`src/rtl/trs_rd_resp.sv`:
```
// trs_rd_resp: answers Z80 IN cycles on the LE18 data port (waits for pipeline data) and status port.
// Optional read timeout is enabled by defining RD_TIMEOUT_EN; the default build has no counter.
module trs_rd_resp #(
  parameter logic [7:0] PORT_DATA    = 8'hEC,
  parameter logic [7:0] PORT_STAT    = 8'hEF,
  parameter logic [7:0] WAIT_TIMEOUT = 8'd200
) (
  input  logic       clk,
  input  logic       srst,
  input  logic [7:0] TRS_A,
  input  logic       TRS_IN,
  input  logic [7:0] le18_dout,
  input  logic       le18_dout_rdy,
  input  logic       le18_enable,
  output logic       TRS_WAIT,
  output logic [7:0] TRS_DOUT,
  output logic       TRS_DOE,
  output logic       rd_timeout
);

  typedef enum logic [1:0] {
    IDLE,
    WAIT_DATA,
    DRIVE
  } state_e;

  state_e     state_q;
  logic       s1_q;
  logic       s2_q;
  logic       s3_q;
  logic [7:0] data_q;
  logic       start;

  // TRS_IN is asynchronous; s3 delays s2 so a falling edge yields a one-cycle start.
  always_ff @(posedge clk or posedge srst) begin
    if (srst) begin
      s1_q <= 1'b1;
      s2_q <= 1'b1;
      s3_q <= 1'b1;
    end else begin
      s1_q <= TRS_IN;
      s2_q <= s1_q;
      s3_q <= s2_q;
    end
  end

  assign start = ~s2_q & s3_q;

`ifdef RD_TIMEOUT_EN
  localparam logic [7:0] LastCount = WAIT_TIMEOUT - 8'd1;

  logic [7:0] count_q;
  logic       timeout_q;
  logic       expired;

  always_ff @(posedge clk or posedge srst) begin
    if (srst) begin
      count_q <= 8'd0;
    end else if (state_q == IDLE && start && TRS_A == PORT_DATA) begin
      count_q <= 8'd0;
    end else if (state_q == WAIT_DATA && count_q != 8'hFF) begin
      count_q <= count_q + 8'd1;
    end
  end

  assign expired    = (count_q == LastCount);
  assign rd_timeout = timeout_q;
`else
  logic unused_wait_timeout;

  assign unused_wait_timeout = ^WAIT_TIMEOUT;
  assign rd_timeout          = 1'b0;
`endif

  // An abort (strobe released) beats data, and arriving data beats the timeout.
  always_ff @(posedge clk or posedge srst) begin
    if (srst) begin
      state_q   <= IDLE;
      data_q    <= 8'h00;
`ifdef RD_TIMEOUT_EN
      timeout_q <= 1'b0;
`endif
    end else begin
      case (state_q)
        IDLE: begin
          if (start) begin
            if (TRS_A == PORT_DATA) begin
              state_q <= WAIT_DATA;
            end else if (TRS_A == PORT_STAT) begin
              state_q <= DRIVE;
              data_q  <= {7'b0, le18_enable};
            end
          end
        end
        WAIT_DATA: begin
          if (s2_q) begin
            state_q <= IDLE;
          end else if (le18_dout_rdy) begin
            state_q <= DRIVE;
            data_q  <= le18_dout;
          end
`ifdef RD_TIMEOUT_EN
          else if (expired) begin
            state_q   <= DRIVE;
            data_q    <= 8'hFF;
            timeout_q <= 1'b1;
          end
`endif
        end
        DRIVE: begin
          if (s2_q) begin
            state_q <= IDLE;
          end
        end
        default: state_q <= IDLE;
      endcase
    end
  end

  // Outputs decode the state register directly so reset releases the bus without a clock.
  assign TRS_WAIT = (state_q == WAIT_DATA);
  assign TRS_DOE  = (state_q == DRIVE);
  assign TRS_DOUT = (state_q == DRIVE) ? data_q : 8'h00;

endmodule

```
`config.mk`:
```
export PLATFORM = sky130hd
export DESIGN_NAME = trs_rd_resp
export DESIGN_NICKNAME = d
export VERILOG_FILES = /design/src/rtl/trs_rd_resp.sv
export SDC_FILE = /design/constraint.sdc
export NUM_CORES = 1
export LEC_CHECK = 0
export ABC_CLOCK_PERIOD_IN_PS = 1900
export CAP_MARGIN = 30
export CORE_ASPECT_RATIO = 0.9
export CORE_MARGIN = 2
export CORE_UTILIZATION = 39
export DETAILED_ROUTE_END_ITERATION = 8
export PLACE_DENSITY = 0.86
export SYNTH_ARGS = -nofsm -noshare
export SYNTH_HDL_FRONTEND = slang
export SYNTH_SLANG_ARGS = --single-unit
export TNS_END_PERCENT = 30
```
`constraint.sdc`:
```
create_clock -name clk -period 1.9 [get_ports clk]
set_clock_uncertainty 0.2 [all_clocks]
set_input_delay 0.19 -clock clk [delete_from_list [all_inputs] [get_ports clk]]
set_output_delay 0.19 -clock clk [all_outputs]
set_load 0.1 [all_outputs]
```
After elaboration in Yosys (flattened, before gate mapping)
Cells that the tools add are included.

storage, ports and cells
  input bits = 21
  output and inout bits = 11
  word-level logic and storage cells = 37
  bits in registers = 13

operators by class
  bitwise gates (word level) = 2
  equal/unequal tests = 12
  mux-type cells = 14
  reductions and logical operators = 4

operators with widths
  operator                                        count
  two-way mux 8 bit                               6
  == test 8 bit (second input constant)           2
  one-hot mux 8 bit (2 select lines)              1
  two-way mux 2 bit                               6
  != test 2 bit (second input constant)           5
  one-hot mux 2 bit (3 select lines)              1
  AND reduction 6 bit                             1
  AND reduction 4 bit                             1
  != test 3 x 2 -> 1 bit (second input constant)  1
  != test 3 bit (second input constant)           1
  == test 2 x 1 -> 1 bit (second input constant)  1
  == test 2 bit (second input constant)           1
  zero test 2 bit                                 1
  != test 2 x 1 -> 1 bit (second input constant)  1
  nonzero test 2 bit                              1
  AND 1 bit                                       1
  NOT 1 bit                                       1

Longest topological paths before layout
Gate-level depths: netlist of the first run.

  word-level depth = 5
  gate-level depth with buffers = 5
  depth with buffers taken out = 4

Least setup slack after synthesis of the first run
No wires, ideal clock.

  kind = flip-flop to output port
  start point = reg state_q[0]
  end point = out TRS_DOUT[0]
  buffers on the path = 2
  required time = 1510 ps
  cell stages (with the launch flop) = 5
  path slack = -999 ps
  data arrival time = 2509 ps
  cell sequence = dfrtp_1 buf_6 nor2b_1 clkbuf_1 and2_1

between the ends
  longest elaborated chain between the ends = 2

ends and longest elaborated chain
  what                    RTL line  RTL
  start, declared         27        state_e state_q;
  start signal, assigned  78        state_q <= IDLE;
  start signal, assigned  88        state_q <= WAIT_DATA;
  start signal, assigned  90        state_q <= DRIVE;
  == test 2 bit           --
  via TRS_DOE             17        output logic TRS_DOE,
  two-way mux 8 bit       123       assign TRS_DOUT = (state_q == DRIVE) ? data_q : 8'h00;
  end, declared           16        output logic [7:0] TRS_DOUT,

The timed path passes the listed nets, and every way through them passes these cells.

Worst setup path after layout of the first run
  start point = reg state_q[0]
  end point = out TRS_DOUT[2]

between the ends
  longest elaborated chain between the ends = 2

ends and longest elaborated chain
  what               RTL line
  == test 2 bit      123
  two-way mux 8 bit  123

No other way between the ends.

==> results of run 1 <==
==> cells in the mapped netlist, drive strengths merged, types with 2 or more instances <==
master | number | share of area
a22o | 7 | 0.091
and2 | 8 | 0.074
and2b | 2 | 0.026
buf | 2 | 0.028
dfrtp | 10 | 0.37
dfstp | 3 | 0.12
inv | 3 | 0.017
mux2 | 3 | 0.056
nand2 | 2 | 0.011
nor3 | 3 | 0.045
o21ai | 2 | 0.020
==> through the flow <==
step | utilization | cells | instance area [um^2]
6_report | 0.698 | 111 | 1150
5_1_grt | 0.698 | 111 | 1150
4_1_cts | 0.695 | 111 | 1140
3_5_place_dp | 0.677 | 107 | 1110
3_3_place_gp | 0.677 | 107 | 1110
2_1_floorplan | - | 54 | 696
==> routing by layer <==
metal  track usage  share of wire  vias to the layer above
li1              -              -                      257
met1         0.215           0.42                      257
met2         0.251           0.51                       19
met3        0.0500          0.057                        2
met4        0.0919          0.011                        0
met5             0              0                        -
==> cells by family (layout without fill, tap and decap cells) <==
family,Yosys count,after routing,synth area share
AND/OR/NAND/NOR,19,19,0.246
flip-flops,13,13,0.490
AO/OA/AOI/OAI,11,11,0.138
buffers and inverters,6,39,0.0503
multiplexers,4,4,0.0708
other,1,1,0.00558
==> registers in the layout, summed over array words and instances, names as in the netlist <==
| signal | cells |
|---|---|
| s2_q | 1 |
| s1_q | 1 |
| state_q | 2 |
| data_q | 8 |
| s3_q | 1 |
==> cell type report <==
cell class	instances	area, um^2
well taps	24	30.0
inverters	3	11.3
fillers	132	498
multi-input cells	35	332
flip-flops and latches	13	330
repair buffers	32	419
clock buffers	4	26.3
==> report_power, final <==
group / switching, mW / total [mW] / internal (mW) / leakage (nW)
sequential: 0.00447 / 0.293 / 0.288 / 0.169
combinational: 0.0345 / 0.0861 / 0.0516 / 0.315
clock: 0.0916 / 0.173 / 0.0815 / 0.0150
==> worst reg2reg max path, stage by stage (launching register included) <==
cell and delay [ns]:
sky130_fd_sc_hd__dfrtp_1 0.43, sky130_fd_sc_hd__and2b_4 0.32, sky130_fd_sc_hd__a21oi_2 0.07, sky130_fd_sc_hd__o32ai_1 0.15, sky130_fd_sc_hd__mux2_1 0.36
==> layout by cell type, fill, tap and decap left out, types with 2 or more instances in the layout <==
cell type                          n
sky130_fd_sc_hd__dfrtp_1           9
sky130_fd_sc_hd__dfstp_2           3
sky130_fd_sc_hd__clkbuf_4          3
sky130_fd_sc_hd__clkdlybuf4s50_1  20
sky130_fd_sc_hd__a22o_1            7
sky130_fd_sc_hd__nor3_2            3
sky130_fd_sc_hd__buf_12           10
sky130_fd_sc_hd__and2_4            8
sky130_fd_sc_hd__nand2_1           2
sky130_fd_sc_hd__inv_1             3
==> path summary, 6_finish.rpt <==
| path | to | startpoint | slack, ns |
|---|---|---|---|
| min in group clk | s1_q | TRS_IN | 0.11 |
| max in group asynchronous | s2_q | srst | 1.12 |
| worst min register to register | s2_q | s1_q | 0.16 |
| worst max-delay path | TRS_DOUT[2] | state_q[0] | 0.07 |
| worst max register to register | state_q[0] | state_q[1] | 0.26 |
| worst min-delay path | data_q[4] | srst | 0.02 |
==> results_tabular.tex, run 1 <==
\begin{tabular}{lr}
\hline
Metric & Value \\
\hline
\multicolumn{2}{l}{\textbf{Timing}} \\
Minimum period implied by the final worst setup slack & approximately 1.8 ns \\
Final period utilization & 0.962 \\
Setup violation total in the final timing report & 0 \\
Final max-slew violation count & 0 \\
Smallest setup slack after layout & 0.0713 ns \\
Peak clock frequency supported by timing & approximately 550 MHz \\
Setup repair after global routing missed its margin & false \\
Hold slack & 0.0179 ns \\
Final total negative setup slack & 0 ns \\
Final Hold Fails & 0 \\
\multicolumn{2}{l}{\textbf{Yosys}} \\
Seq/Total Area, Yosys & 0.490 \\
Cell count after synthesis & 54 \\
Number of warnings reported in the yosys synthesis log & 0 \\
Average cell area after synthesis & about 12 um\^{}2 \\
Post-synth net total & 75 \\
Share of synthesized registers carrying an async set or reset & 1.00 \\
Distinct cell type count of the synthesized netlist & 25 \\
Most used DFF post-synth & sky130\_fd\_sc\_hd\_\_dfrtp\_1 \\
Register bit count reported by yosys & 13 \\
Number of enable flip-flop cells after synthesis & 0 \\
Post-Synthesis Cell Area & 672 um\^{}2 \\
\multicolumn{2}{l}{\textbf{Placement}} \\
Detailed placer's ending HPWL & 1.10 mm \\
Final estimated routing congestion in global placement & 0.780 \\
Port bufs & 30 \\
Pre-CTS setup slack & 0.0145 ns \\
\multicolumn{2}{l}{\textbf{Routing}} \\
Number of iterations in the first detailed-routing pass & 2 \\
Antenna-violating nets left & 0 \\
Starting DRC count in detailed routing & 1 \\
Post-DR vias/cell & between 4 and 5 \\
Overall routed net length & 1.41 mm \\
Count of unresolved DRC violations after routing & 0 \\
Detail-routed net length per standard cell & 12.7 um \\
Total via count in the routed design & roughly 540 \\
\multicolumn{2}{l}{\textbf{Clocking}} \\
Clock sink count & 13 \\
CTS buffer count & 3 \\
Clock latency on the worst-skew pair & between 0.2 and 0.3 ns \\
Htree depth & 1 \\
Number of buffers inserted to repair setup after CTS & 0 \\
Number of buffers inserted for hold repair after clock tree synthesis & 0 \\
Clock tree from TritonCTS & built \\
Clock root cell & sky130\_fd\_sc\_hd\_\_clkbuf\_4 \\
Maximum clock insertion buffer count & 2 \\
Worst-path clk slew & 0.08 ns \\
Number of gates given a new drive strength after cts & 1 \\
\multicolumn{2}{l}{\textbf{Setup path}} \\
Delay of the slowest cell on the worst path & 0.47 ns \\
WP depth & 4 \\
Sequence of cells on the critical path & nor2b\_2 > buf\_6 > and2\_4 > buf\_12 \\
Buffers and inverters on the worst path & 2 \\
Worst endpoint required time & 1.51 ns \\
Worst Reg-to-Reg Cells & 4 \\
Nature of the critical path endpoint & output port \\
Kind of critical path & reg -> out \\
CP max FO & 10 \\
Top Family by Delay on Critical Path & flip-flops \\
Type of element launching the critical path & register \\
Slowest CP cell & sky130\_fd\_sc\_hd\_\_dfrtp\_2 \\
Crit path DAT & 1.44 ns \\
\multicolumn{2}{l}{\textbf{Finish}} \\
Net total in the final layout & 109 \\
Number of antenna diodes & 0 \\
Ratio of cells with drive above 1 in the final layout & 0.448 \\
Area growth from synthesis to final layout & 70.9\% \\
\multicolumn{2}{l}{\textbf{Floorplanning}} \\
Die Outline Area & 0.00207 mm\^{}2 \\
Height of the chip & 43.4 um \\
Die X-Extent & 47.8 um \\
Number of standard-cell rows in the floorplan & 14 \\
Core area & 0.00165 mm\^{}2 \\
Count of pins on the block boundary & 32 \\
Effective utilization at floorplan & 0.408 \\
\multicolumn{2}{l}{\textbf{Power}} \\
Final total power & 0.552 mW \\
Power per unit of standard cell area & roughly 480 mW/mm\^{}2 \\
Maximum vdd drop & roughly 0.00048 V \\
Static Leak & around 0.50 nW \\
\multicolumn{2}{l}{\textbf{GRT}} \\
Antenna violations before repair & 0 \\
Congestion Overflow GR & 0 \\
Pin count of the biggest net entering global routing & 14 \\
Global-route wire length before repair & roughly 2.4 mm \\
Via count of the first global-routing pass & 608 \\
Overall routing resource usage & 0.168 \\
\multicolumn{2}{l}{\textbf{Hold path}} \\
Classification of the worst-slack hold path & in -> async \\
\multicolumn{2}{l}{\textbf{Outcome}} \\
Result of the run & completed \\
\multicolumn{2}{l}{\textbf{Job}} \\
Number of max-capacitance violations reported & 0 \\
\hline
\end{tabular}
Note: power is estimated with default switching activity, not from simulation.
==> run 2, diff against run 1 <==
--- a/config.mk
+++ b/config.mk
@@ -10,6 +10,7 @@
 export CORE_ASPECT_RATIO = 0.9
 export CORE_MARGIN = 2
 export CORE_UTILIZATION = 39
+export CTS_CLUSTER_SIZE = 12
 export DETAILED_ROUTE_END_ITERATION = 8
 export PLACE_DENSITY = 0.86
 export SYNTH_ARGS = -nofsm -noshare
==> results of run 2 <==
Final layout, timing and power as in run 1 (identical DEF).
==> run 3, diff against run 2 <==
--- a/config.mk
+++ b/config.mk
@@ -13,6 +13,7 @@
 export CTS_CLUSTER_SIZE = 12
 export DETAILED_ROUTE_END_ITERATION = 8
 export PLACE_DENSITY = 0.86
+export SLEW_MARGIN = 20
 export SYNTH_ARGS = -nofsm -noshare
 export SYNTH_HDL_FRONTEND = slang
 export SYNTH_SLANG_ARGS = --single-unit
==> results of run 3 <==
Final layout, timing and power as in run 1 (identical DEF).
